--- config.mk ---
export PLATFORM = sky130hd
export DESIGN_NAME = nand_uart_sequencer
export DESIGN_NICKNAME = d
export VERILOG_FILES = /design/src/rtl/nand_uart_sequencer.sv
export SDC_FILE = /design/constraint.sdc
export NUM_CORES = 1
export LEC_CHECK = 0
export CAP_MARGIN = 30
export CORE_UTILIZATION = 56
export CTS_CLUSTER_DIAMETER = 50
export DETAILED_ROUTE_END_ITERATION = 6
export GPL_ROUTABILITY_DRIVEN = 0
export PLACE_DENSITY = 0.82
export RECOVER_POWER = 25
export SYNTH_ARGS = -nofsm -noshare
export SYNTH_HDL_FRONTEND = slang
export SYNTH_SLANG_ARGS = --single-unit
--- constraint.sdc ---
create_clock -name clk -period 2.8 [get_ports clk]
set_input_delay 0.7 -clock clk [delete_from_list [all_inputs] [get_ports clk]]
set_output_delay 0.7 -clock clk [all_outputs]
set_load 0.02 [all_outputs]
--- src/rtl/nand_uart_sequencer.sv ---
// Byte-stream command sequencer: decodes framed UART host commands, drives nand_master
// activate/cmd_in/data_in, and returns data_out bytes followed by a status byte.
module nand_uart_sequencer #(
  parameter int unsigned CMD_W       = 6,
  parameter int unsigned SETTLE_CYC  = 2,
  parameter int unsigned TIMEOUT_CYC = 1048576,
  parameter int unsigned RX_GAP_CYC  = 65535,
  parameter logic [7:0]  ST_OK       = 8'h00,
  parameter logic [7:0]  ST_TIMEOUT  = 8'hE1,
  parameter logic [7:0]  ST_GAP      = 8'hE2
) (
  input  logic             clk,
  input  logic             nreset,
  input  logic [7:0]       rx_data,
  input  logic             rx_valid,
  output logic             rx_ready,
  output logic [7:0]       tx_data,
  output logic             tx_valid,
  input  logic             tx_ready,
  output logic [CMD_W-1:0] cmd_in,
  output logic [7:0]       data_in,
  output logic             activate,
  input  logic             busy,
  input  logic [7:0]       data_out,
  output logic             frame_active,
  output logic [7:0]       last_status
);

  localparam int unsigned TW = $clog2(TIMEOUT_CYC + 1);
  localparam int unsigned GW = $clog2(RX_GAP_CYC + 1);
  localparam int unsigned SW = $clog2(SETTLE_CYC + 1);
  localparam logic [TW-1:0] TMO_LAST    = TW'(TIMEOUT_CYC - 1);
  localparam logic [GW-1:0] GAP_LAST    = GW'(RX_GAP_CYC - 1);
  localparam logic [SW-1:0] SETTLE_LAST = SW'(SETTLE_CYC - 1);

  typedef enum logic [2:0] {
    IDLE, GET_ARG, GET_CNT, ISSUE, SETTLE, WAIT, SEND_DATA, SEND_STAT
  } state_t;

  state_t        state, next;
  logic          rpt_f;
  logic [8:0]    rem;
  logic [TW-1:0] tmo;
  logic [GW-1:0] gap;
  logic [SW-1:0] settle;
  logic          rx_fire, tx_fire, gap_last, tmo_last, settle_last;

  assign rx_ready     = nreset && (state == IDLE || state == GET_ARG || state == GET_CNT);
  assign rx_fire      = rx_valid && rx_ready;
  assign tx_valid     = (state == SEND_DATA) || (state == SEND_STAT);
  assign tx_fire      = tx_valid && tx_ready;
  assign activate     = (state == ISSUE);
  // Header accept leaves IDLE and status accept is the only way back, so this tracks the frame exactly.
  assign frame_active = (state != IDLE);
  assign gap_last     = (gap == GAP_LAST);
  assign tmo_last     = (tmo == TMO_LAST);
  assign settle_last  = (settle == SETTLE_LAST);

  always_comb begin
    next = state;
    case (state)
      IDLE:      if (rx_fire) next = rx_data[7] ? GET_ARG : (rx_data[6] ? GET_CNT : ISSUE);
      GET_ARG:   if (rx_fire) next = rpt_f ? GET_CNT : ISSUE;
                 else if (gap_last) next = SEND_STAT;
      GET_CNT:   if (rx_fire) next = ISSUE;
                 else if (gap_last) next = SEND_STAT;
      ISSUE:     next = SETTLE;
      SETTLE:    if (settle_last) next = WAIT;
      WAIT:      if (!busy) next = rpt_f ? SEND_DATA : SEND_STAT;
                 else if (tmo_last) next = SEND_STAT;
      SEND_DATA: if (tx_fire) next = (rem == 9'd1) ? SEND_STAT : ISSUE;
      SEND_STAT: if (tx_fire) next = IDLE;
      default:   next = IDLE;
    endcase
  end

  always_ff @(posedge clk or negedge nreset) begin
    if (!nreset) begin
      state       <= IDLE;
      rpt_f       <= 1'b0;
      rem         <= '0;
      tmo         <= '0;
      gap         <= '0;
      settle      <= '0;
      cmd_in      <= '0;
      data_in     <= '0;
      tx_data     <= '0;
      last_status <= ST_OK;
    end else begin
      state <= next;
      case (state)
        IDLE: if (rx_fire) begin
          cmd_in <= rx_data[CMD_W-1:0];
          rpt_f  <= rx_data[6];
          rem    <= 9'd1;
          gap    <= '0;
        end
        GET_ARG, GET_CNT: begin
          if (rx_fire) begin
            gap <= '0;
            if (state == GET_ARG) data_in <= rx_data;
            else                  rem     <= {1'b0, rx_data} + 9'd1;
          end else if (gap_last) begin
            tx_data <= ST_GAP;
          end else begin
            gap <= gap + 1'b1;
          end
        end
        ISSUE: begin
          settle <= '0;
          tmo    <= '0;
        end
        SETTLE: settle <= settle + 1'b1;
        WAIT: begin
          if (!busy)         tx_data <= rpt_f ? data_out : ST_OK;
          else if (tmo_last) tx_data <= ST_TIMEOUT;
          else               tmo     <= tmo + 1'b1;
        end
        SEND_DATA: if (tx_fire) begin
          rem <= rem - 9'd1;
          if (rem == 9'd1) tx_data <= ST_OK;
        end
        SEND_STAT: if (tx_fire) last_status <= tx_data;
        default: ;
      endcase
    end
  end

endmodule

Word-level counts from Yosys, hierarchy flattened
Cells that the tools add are included.
{ "word_totals": {"ff_bits": 82, "inputBits": 21, "output_inout_bits": 34, "elab_cells": 97} }
{ "classes": {"addsub": 5, "eq_ne": 24, "mux": 36, "n_reduce_logical": 22} }
{ "ops": {"columns": ["op", "n"], "rows": [
  ["two-way mux 8 bit", 7],
  ["two-way mux 16 bit", 3],
  ["two-way mux 21 bit", 2],
  ["case mux 21 bit (2 select lines)", 1],
  ["two-way mux 9 bit", 4],
  ["case mux 16 bit (2 select lines)", 1],
  ["two-way mux 3 bit", 10],
  ["case mux 9 bit (3 select lines)", 1],
  ["case mux 3 bit (8 select lines)", 1],
  ["case mux 8 bit (3 select lines)", 1],
  ["adder 21 x 1 -> 21 bit (second input constant)", 1],
  ["== test 21 x 20 -> 1 bit (second input constant)", 1],
  ["!= test 2 bit (second input constant)", 10],
  ["adder 16 x 1 -> 16 bit (second input constant)", 1],
  ["== test 16 bit (second input constant)", 1],
  ["== test 3 bit (second input constant)", 4],
  ["AND reduction 5 bit", 2],
  ["adder 8 x 1 -> 9 bit (second input constant)", 1],
  ["== test 9 x 1 -> 1 bit (second input constant)", 1],
  ["AND reduction 3 bit", 3],
  ["nonzero test 3 bit", 3],
  ["subtractor 9 x 1 -> 9 bit (second input constant)", 1],
  ["== test 3 x 2 -> 1 bit (second input constant)", 2],
  ["!= test 3 bit (second input constant)", 2],
  ["other kinds (14)", 23]
]} }

Logic depth before layout (Yosys ltp)
{ "logic_depth": {"word_depth": 7, "depth_mapped": 8, "depth_no_buf": 7} }

Worst setup path before layout
OpenSTA, ideal clock, no wires.
{ "synth_path": {"kind": "flip-flop to output port", "startpoint": "register state[2]", "endpoint": "output port activate", "t_arrival_ns": 1.361, "t_required_ns": 2.100, "path_slack_ns": 0.739, "stages_incl_launch_ff": 5, "path_buffers": 2, "path_cell_list": "dfrtp_1 clkbuf_8 nand3b_1 clkinv_1 clkbuf_1"} }
{ "synth_between": {"elab_chain_cells": 1} }
{ "synth_rtl": {"columns": ["element", "line", "text"], "rows": [
  ["start, declared", "40", "state_t state, next;"],
  ["start signal, assigned", "90", "state <= next;"],
  ["== test 3 x 2 -> 1 bit", "52", "assign activate = (state == ISSUE);"],
  ["end, declared", "22", "output logic activate,"]
]} }
Every way passes these cells.

Final worst setup path
{ "layout_path": {"startpoint": "register state[2]", "endpoint": "output port frame_active"} }
{ "layout_between": {"elab_chain_cells": 1} }
{ "layout_rtl": {"columns": ["element", "line", "text"], "rows": [
  ["nonzero test 3 bit", "54", "assign frame_active = (state != IDLE);"],
  ["end, declared", "25", "output logic frame_active,"]
]} }
Every way passes these cells.

==> impl_results.md <==
* P per Cell Area at roughly 980 nW/um^2
* Startpoint kind of the worst setup timing path: flip-flop
* Die Span X at just over 90 um
* Clock H-tree levels at 3
* Failing checks: capacitance limit, slew limit
* Setup repair bufs after CTS at 0
* Number of violations of the max-capacitance limit at 1
* # IOs at 55
* Crit path kind: reg -> out
* Number of instances in the synthesized netlist at roughly 440
* Fmax at about 370 MHz
* Post-detailed-route DRC marker count at 0
* Final-report hold violation count at 0
* Drt wl/cell at around 17 um
* Warnings, synthesis at 0
* Y dimension of the die at a little over 90 um
* Clock latency at the later pin of the worst-skew pair at ~0.36 ns
* Post-Syn Nets at 472
* Number of buffers added on ports at 54
* Number of buffers inserted by hold repair at cts at 0
* Max VDD drop at 0.7030 mV
* Post-cts resize count at 0
* Most frequent cell after synthesis: dfrtp_1
* TritonCTS buffer count at 9
* GR Util All Layers at around 27%
* Routed WL at 10.50 mm
* Post-layout minimum cycle time at ~2.7 ns
* Share of total power consumed by net switching at between 30% and 40%
* Clock share of power at roughly 17%
* Post-synth EDFFs at 0
* Clock transition at the registers of the reported paths at 0.09 ns
* Internal cell power at 3128 uW
* Seq pwr share at a little under two fifths
* Biggest area contributors in the synthesized netlist: dfrtp_1 (46%), mux2_2 (5.8%), a21oi_1 (3.8%)
* Number of search-and-repair iterations in the first detailed-routing pass at 5
* Post-route ant nets at 0
* Switching power total at 2079 uW
* Transition time at the pin with the least slew margin at 1.786 ns
* Setup repair after global routing missed its margin: no
* Antenna fix cells at 0
* CTS tree: built
* CP Capture Type: output port
* Area of the core at just under 8000 um^2
* Average footprint of a synthesized cell at roughly 10 um^2
* Worst slew margin at -19.09%
* Max-slew violation count at between 70 and 80
* Iter 0 DRT Violations at between 300 and 400
* Data required time of the critical path at about 2.1 ns
* Mean number of vias per cell at about 6
* Run status: finished, violations left
* Number of antenna violations at the first check in global routing at 0
* Vias in the first global route at around 3700
* Post-route clock skew at about 0.013 ns
* Clock tree root driver cell: clkbuf_8
* Overall overflow remaining after global route at 0
* Commonest cells post-synth: dfrtp_1 (82), nor2_1 (41), a21oi_1 (34)
* Maximum net fanout on the critical path at 13
* Global-route wire length before repair at around 18 mm
* Starting Density at 57.85%
* Rows at 32
* Worst Path Arrival at just over 2 ns
* Final Worst Setup Slack at slightly below 0.08 ns
* Pre-CTS setup slack at between 0.2 and 0.25 ns
* Async S/R FF share, synth at 100.0%
* Nets at about 540
* Most area-hungry cell type in the Yosys netlist: dfrtp_1
* Synthesis-to-finish area growth at 19.75%
* Share of Yosys cell area claimed by the top area cell type at 46.15%
* Main synth FF type: dfrtp_1
* Final TNS setup at 0 ns
* Detailed placer's ending HPWL at around 7.5 mm
* Number of synthesized register bits at 82
* Die ar. at roughly 8300 um^2
* Sequential-to-total area share from yosys stat at a little under half
* Class of the most critical hold timing path: in -> async
* Maximum number of pins on one net before global-route repair at 73
* Share of cells above drive strength 1 at between 15 and 20%
* Leak pwr at 0.002220 uW
* Cell area after synthesis at ~4400 um^2
* Number of buffers on the longest clock path at 2
* Number of different library cells in the post-synthesis netlist at 65
* Clock Sink Count at 82
* Proportion of power drawn by combinational gates at approximately 45%
* Final setup fails at 0
* Fin crit share at between 90% and 100%
* Number of vias after detailed routing at 3780
==> power groups by stage <==
stage	Sequential, uW	Clock, uW	Combinational (uW)
finish	1990	887	2330
global route	2050	950	2510
CTS	1980	901	2330
detailed placement	2000	0	2320
global placement	1970	0	2250
floorplan	2130	0	1270
==> sequential cells by signal, summed over array words and instances (netlist names) <==
register,count
tmo,21
gap,16
rem,9
data_in,8
last_status,8
tx_data,8
cmd_in,6
state,3
settle,2
rpt_f,1
==> cell families after synthesis <==
kind of cell    after synthesis  synth area share, %
compound gates              114                16.46
xor+xnor                     23                4.530
fa+ha+maj                     7                1.970
buf+inv                      32                3.883
flops                        82                46.15
mux                          28                6.950
simple gates                158                20.06
==> per-layer routing <==
layer	vias up	track usage (%)	part of all wire, %
met5	-	0	0
met4	0	8.862	1.2
met3	12	4.858	4.8
met2	124	44.95	50
met1	1865	35.20	44
li1	1779	-	-
==> through the flow <==
step / hold WS (ns) / cell area, um^2 / instances / util (%) / power [uW]
global placement: 0.4864 / 5124 / 600 / 66.65 / 4227
floorplan: 0.4044 / 4447 / 444 / - / 3403
detailed placement: 0.4967 / 5124 / 600 / 66.65 / 4319
global route: 0.1843 / 5325 / 616 / 69.27 / 5509
finish: 0.1881 / 5325 / 616 / 69.27 / 5207
CTS: 0.1787 / 5328 / 616 / 69.30 / 5208
==> cell type report <==
cell class / count / area, um^2
fill: 587 / 2362
multi-input combinational: 330 / 2222
sequential: 82 / 2052
timing repair buffer: 71 / 663.1
clock buffer: 10 / 137.6
tap: 102 / 127.6
clock inverter: 6 / 66.31
inverter: 15 / 56.30
==> worst max-delay path, cell delays in order (launching register included) <==
cell             delay (ns)
dfrtp_1                0.56
or3_1                  0.52
clkdlybuf4s50_1        0.58
==> final timing paths <==
| path | from | to | slack (ns) | cells after the start |
|---|---|---|---|---|
| max | state[2] | frame_active | 0.08 | 2 |
| min | nreset | rem[2] | 0.19 | 1 |
| max reg2reg | state[2] | gap[7] | 0.44 | 7 |
| min reg2reg | data_in[5] | data_in[5] | 0.51 | 1 |
| max in group asynchronous | nreset | gap[8] | 0.62 | 2 |
| min in group clk | data_in[5] | data_in[5] | 0.51 | 1 |
==> cell usage in the layout (no fill, tap or decap), drive strengths merged, types with 7 or more instances in the layout <==
cell type       n
nand4          10
a211oi         11
buf            17
clkinv          7
clkdlybuf4s50  53
nor3           11
nand3          18
or3            13
clkbuf         11
o21ai          30
nor2           41
mux2           23
a21oi          35
xnor2          13
xor2           10
nand2          28
ha              7
dfrtp          82
inv            13
Note: power is estimated with default switching activity, not from simulation.
